File: src/rtl/conv_window_gen.sv
// Read-side controller for the cascaded 3x3 line-buffer pair: configures buffer depth,
// tracks raster position of incoming column beats and emits valid-only 3x3 windows.
//
// state  | meaning
// IDLE   | waiting for an accepted config; column beats ignored
// LOAD   | one cycle: depth-load pulse to both line buffers, counters cleared
// RUN    | consuming column beats, shifting window, emitting in-image windows
module conv_window_gen #(
    parameter int WIDTH      = 8,
    parameter int MAX_WIDTH  = 512,
    parameter int MAX_HEIGHT = 512
) (
    input  logic                            i_clk,
    input  logic                            i_reset_n,
    input  logic                            i_cfg_valid,
    input  logic [$clog2(MAX_WIDTH):0]      i_img_width,
    input  logic [$clog2(MAX_HEIGHT):0]     i_img_height,
    output logic                            o_cfg_err,
    output logic                            o_busy,
    output logic                            o_lb_load_depth,
    output logic [$clog2(MAX_WIDTH):0]      o_lb_depth,
    input  logic                            i_col_valid,
    input  logic [WIDTH-1:0]                i_col_top,
    input  logic [WIDTH-1:0]                i_col_mid,
    input  logic [WIDTH-1:0]                i_col_bot,
    output logic                            o_win_valid,
    output logic [9*WIDTH-1:0]              o_win,
    output logic [$clog2(MAX_HEIGHT)-1:0]   o_win_row,
    output logic [$clog2(MAX_WIDTH)-1:0]    o_win_col,
    output logic                            o_frame_done
);

    localparam int DW = $clog2(MAX_WIDTH) + 1;
    localparam int HW = $clog2(MAX_HEIGHT) + 1;
    localparam int CW = $clog2(MAX_WIDTH);
    localparam int RW = $clog2(MAX_HEIGHT);

    localparam logic [1:0] S_IDLE = 2'd0;
    localparam logic [1:0] S_LOAD = 2'd1;
    localparam logic [1:0] S_RUN  = 2'd2;

    logic [1:0]    state, state_d;
    logic [DW-1:0] img_w;
    logic [HW-1:0] img_h;
    logic [CW-1:0] col_cnt;
    logic [RW-1:0] row_cnt;
    logic          cfg_ok, beat, col_last, row_last, win_inside;

    assign cfg_ok = (i_img_width  >= DW'(3)) && (i_img_width  <= DW'(MAX_WIDTH)) &&
                    (i_img_height >= HW'(3)) && (i_img_height <= HW'(MAX_HEIGHT));

    // A config strobe in RUN aborts the frame, so that cycle's beat is dropped.
    assign beat       = (state == S_RUN) && i_col_valid && !i_cfg_valid;
    assign col_last   = (DW'(col_cnt) == img_w - DW'(1));
    assign row_last   = (HW'(row_cnt) == img_h - HW'(1));
    assign win_inside = (row_cnt >= RW'(2)) && (col_cnt >= CW'(2));

    always_comb begin
        state_d = state;
        case (state)
            S_IDLE:  if (i_cfg_valid && cfg_ok) state_d = S_LOAD;
            S_LOAD:  state_d = S_RUN;
            S_RUN:   if (i_cfg_valid) state_d = cfg_ok ? S_LOAD : S_IDLE;
            default: state_d = S_IDLE;
        endcase
    end

    always_ff @(posedge i_clk or negedge i_reset_n) begin
        if (!i_reset_n) begin
            state           <= S_IDLE;
            img_w           <= '0;
            img_h           <= '0;
            col_cnt         <= '0;
            row_cnt         <= '0;
            o_cfg_err       <= 1'b0;
            o_busy          <= 1'b0;
            o_lb_load_depth <= 1'b0;
            o_lb_depth      <= '0;
            o_win_valid     <= 1'b0;
            o_win           <= '0;
            o_win_row       <= '0;
            o_win_col       <= '0;
            o_frame_done    <= 1'b0;
        end else begin
            state           <= state_d;
            o_busy          <= (state_d != S_IDLE);
            o_lb_load_depth <= (state_d == S_LOAD);
            o_win_valid     <= 1'b0;
            o_frame_done    <= 1'b0;

            if (i_cfg_valid && state != S_LOAD) begin
                o_cfg_err <= !cfg_ok;
                if (cfg_ok) begin
                    img_w      <= i_img_width;
                    img_h      <= i_img_height;
                    o_lb_depth <= i_img_width;
                end
            end

            if (state == S_LOAD) begin
                col_cnt <= '0;
                row_cnt <= '0;
            end

            if (beat) begin
                for (int rr = 0; rr < 3; rr++) begin
                    o_win[(rr*3)*WIDTH +: WIDTH]   <= o_win[(rr*3+1)*WIDTH +: WIDTH];
                    o_win[(rr*3+1)*WIDTH +: WIDTH] <= o_win[(rr*3+2)*WIDTH +: WIDTH];
                end
                o_win[2*WIDTH +: WIDTH] <= i_col_top;
                o_win[5*WIDTH +: WIDTH] <= i_col_mid;
                o_win[8*WIDTH +: WIDTH] <= i_col_bot;

                // Window columns from the previous row sit at c<2, so gating on c>=2 hides them.
                o_win_valid  <= win_inside;
                o_frame_done <= col_last && row_last;
                if (win_inside) begin
                    o_win_row <= row_cnt;
                    o_win_col <= col_cnt;
                end

                if (col_last) begin
                    col_cnt <= '0;
                    row_cnt <= row_last ? '0 : row_cnt + RW'(1);
                end else begin
                    col_cnt <= col_cnt + CW'(1);
                end
            end
        end
    end

endmodule

File: config.mk
export PLATFORM = sky130hd
export DESIGN_NAME = conv_window_gen
export DESIGN_NICKNAME = d
export VERILOG_FILES = /design/src/rtl/conv_window_gen.sv
export SDC_FILE = /design/constraint.sdc
export NUM_CORES = 1
export LEC_CHECK = 0
export ABC_CLOCK_PERIOD_IN_PS = 6300
export CAP_MARGIN = 20
export CORE_ASPECT_RATIO = 1.25
export CORE_MARGIN = 5
export CORE_UTILIZATION = 32
export CTS_CLUSTER_DIAMETER = 40
export DETAILED_ROUTE_END_ITERATION = 8
export REMOVE_ABC_BUFFERS = 1
export SYNTH_ARGS = -nofsm -noshare
export SYNTH_HDL_FRONTEND = slang
export SYNTH_SLANG_ARGS = --single-unit
File: constraint.sdc
create_clock -name i_clk -period 6.3 [get_ports i_clk]
set_input_delay 0.945 -clock i_clk [delete_from_list [all_inputs] [get_ports i_clk]]
set_output_delay 0.945 -clock i_clk [all_outputs]
set_load 0.005 [all_outputs]
==> run summary <==
The internal power of the cells totals 2040 µW. The count of pins over their slew limit is 0. The share of the synthesized area in the top cell type came out at 54.6%. The part of the Yosys area used for sequential elements came out at 54.6%. The final cell utilization of the core is 44.1%.

The cell type contributing the most total cell area after synthesis is dfrtp_1. The proportion of total power due to net switching is 28.3%. The critical path capture point type is a flop. STA classifies the critical path startpoint as an input port. The average size of a mapped cell is 9.04 µm². The number of hold violations in the final report came to 0.

CTS placed an instance of clkbuf_16 at the clock tree root. Data on the critical path is required at its endpoint by 6.60 ns. The sum of negative setup slack came out at 0 ns.

Setup repair after global routing left no endpoint under its margin. Dividing the detail-routed wire length by the instance count gives 14.9 µm. The post-cts hold buffer count is 0.

Data on the critical path arrives at its endpoint at 3.27 ns. The clock passes through at most 2 buffers. The setup slack after placement came out at 2.89 ns. Across the routed clock network, the largest skew measured is 0.00790 ns. In the synthesized netlist the dominant register cell turns out to be dfrtp_1. The area overhead of the layout relative to synthesis came out at 37.3%. The type of the setup path with the least slack is input port to flop. The clock reaches the later pin of the worst-skew pair after 0.42 ns. The flow ran to the end, and the final reports show no timing, DRC or antenna violations. The global routing usage summed across all routing layers came out at 14.6%. The final estimated routing congestion in global placement is 0.768.

The highest signal layer in the routed design is met4. The number of remaining DRC errors came out at 0. The final cell count without fillers came out at 1072. The largest driver fanout on the critical path is 21.

The part of the cycle the worst path needs came out at 47.2%. The async set-or-reset flop fraction in the synthesized netlist is 100%. For this design, the sink count on the clock tree is 135.

The aggregate routed wire length came out at 15900 µm. The transition time of the tightest slew-check pin is 0.840 ns. The count of boundary I/O pins is 153. Synthesis produced 685 cells.

After synthesis the netlist holds a flip-flop and latch count of 135. The total of warnings raised by yosys came out at 0. The summed instance area of the synthesized netlist is 6190 µm². The core outline area came out at 19300 µm². Once the floorplan was initialized, standard cells occupied 32.2% of the core.

The reported max-cap violation count came out at 0. Counting tap cells, the placed design contains a total of 1040 instances. The power density over cell area is 335 nW/µm². In the post-synthesis netlist, the biggest area contributors are dfrtp_1 55%, nand2_1 18%, mux2_2 3.5%. Clock tree synthesis inserted a total of 17 buffers. In this run, flip-flops and latches consume 41.9% of the power. The share of total power in combinational logic came out at 22.8%.

The die extent in x is 134 µm. CTS built an H-tree with a depth of 4. The via count of the routed design is 5001. The fraction of layout cells with a size suffix above 1 is 8.73%. The headroom to the max-slew limit came out at 44.0%.

The number of enable-type register cells in the synthesized netlist came out at 0. The final critical-path setup slack is 3.32 ns. For this run, the post-layout net count is 877. The peak clock frequency supported by timing is 336 MHz. The via count of the first global-routing pass is 5071. The count of input and output buffers came out at 152. The number of DRC markers after the initial detailed-route iteration came out at 191.

The layout filler cell count came out at 1883. The post-cts sizing count came out at 0. The analysis attributes to cell leakage a power of 0.00399 µW. After layout, the minimum clock period comes to 2.98 ns. Setup violations remaining at the end of the flow were counted as 0. The length of routed met3 wiring came out at 1340 µm.

Yosys instantiated no cell more often than nand2_1. The total length of routed met2 wires is 7600 µm. Using the TritonRoute via totals, the vias-per-cell ratio works out to 4.67.

The largest voltage drop on the vdd net came out at 0.000204 V. The analysis attributes to net switching a power of 805 µW. After detailed routing, the wire length on met1 is 6800 µm.

The number of placement rows is 57. The die span in y came out at 166 µm. The number of antenna violations at the first check in global routing is 0.

The number of post-CTS setup repair buffers came out at 0. The die outline area came out at 22200 µm². After global routing the overflow that remains totals 0. The class of the worst hold path is flop to flop. The first global-routing pass estimated 26100 µm of wire. Clock-pin slew was measured on the worst setup and hold paths at 0.06 ns. The synthesized netlist contains 57 unique library cells. The number of antenna diodes in the final layout is 0. The first detailed-routing pass took 4 iterations. The HPWL after detailed placement came out at 10800 µm. TritonCTS built the clock tree. Entering global routing, the biggest net connects 77 pins. The number of nets with antenna violations after detailed routing came out at 0.

The clock share of power came out at 35.3%. By count the netlist is led by 293 x nand2_1, 135 x dfrtp_1, 32 x clkbuf_1.
## path summary, 6_finish.rpt
| check | cells after the start | slack (ns) | startpoint | to |
|---|---|---|---|---|
| min in group asynchronous | 1 | 0.56 | i_reset_n | o_win[47] |
| hold / removal | 2 | 0.47 | o_win_row[6] | o_win_row[6] |
| setup / recovery | 7 | 3.32 | i_img_height[7] | img_w[0] |
| max in group asynchronous | 2 | 4.50 | i_reset_n | col_cnt[8] |
| hold reg to reg | 2 | 0.47 | o_win_row[6] | o_win_row[6] |
| setup reg to reg | 9 | 3.57 | img_h[0] | row_cnt[6] |
## cell usage in the layout (no fill, tap or decap), drive strengths merged, types with 8 or more instances in the layout
cell type / netlist / layout
a21oi: 13 / 13
clkbuf: 32 / 19
clkdlybuf4s50: 0 / 151
dfrtp: 135 / 135
inv: 11 / 14
mux2: 20 / 20
nand2: 293 / 293
nand2b: 14 / 14
nand3: 13 / 13
nor2: 18 / 18
nor3: 14 / 14
nor4: 8 / 8
o21ai: 14 / 14
xnor2: 13 / 13
xor2: 8 / 8
## layout make-up
type | count | area, µm² | area share [%]
repair buffers | 157 | 1560 | 18.4
well taps | 236 | 295 | 3.47
flip-flops and latches | 135 | 3380 | 39.7
multi-input cells | 500 | 2620 | 30.9
inverters | 12 | 45.0 | 0.530
clock buffers | 19 | 453 | 5.33
clock inverters | 13 | 145 | 1.71
## worst max-delay path: stages
cell             delay, ns
clkdlybuf4s50_1       0.41
or4_1                 0.53
nor4_1                0.31
a31oi_1               0.22
nor3_2                0.18
buf_4                 0.29
mux2_2                0.38
## metrics by stage
step	hold slack, ns	instance area [µm²]	total power (µW)
after CTS	0.477	8500	2890
after detailed placement	0.462	7900	1860
after global routing	0.497	8500	3020
after global placement	0.457	7900	1860
after floorplan	0.470	6030	1420
final	0.468	8500	2850
## logic make-up (layout without fill, tap and decap cells)
group           Yosys count  count (layout)  synth area share (%)
compound gates           59              59                  6.59
xor+xnor                 21              21                  2.97
fa+ha+maj                 6               6                  1.21
buf+inv                  50             201                  3.35
flops                   135             135                  54.6
mux                      23              23                  4.12
simple gates            391             391                  27.2
## sequential cells by signal, indices dropped and copies added, names as in the netlist
register / cells
col_cnt: 9
img_h: 10
img_w: 10
o_busy: 1
o_cfg_err: 1
o_frame_done: 1
o_lb_load_depth: 1
o_win: 72
o_win_col: 9
o_win_row: 9
o_win_valid: 1
row_cnt: 9
state: 2
## metal layers
metal / GRT usage (%) / vias up
met2: 23.9 / 130
li1: - / 2510
met5: 0 / -
met1: 17.6 / 2341
met3: 6.52 / 20
met4: 3.94 / 0
## power groups by stage
stage                     sequential (µW)  clock [µW]  combinational [µW]
after floorplan                      1190           0                 236
after global placement               1200           0                 658
after detailed placement             1200           0                 659
after CTS                            1190        1030                 663
after global routing                 1220        1070                 727
final                                1190        1000                 650
No activity file was read; power rests on OpenSTA's default activity.
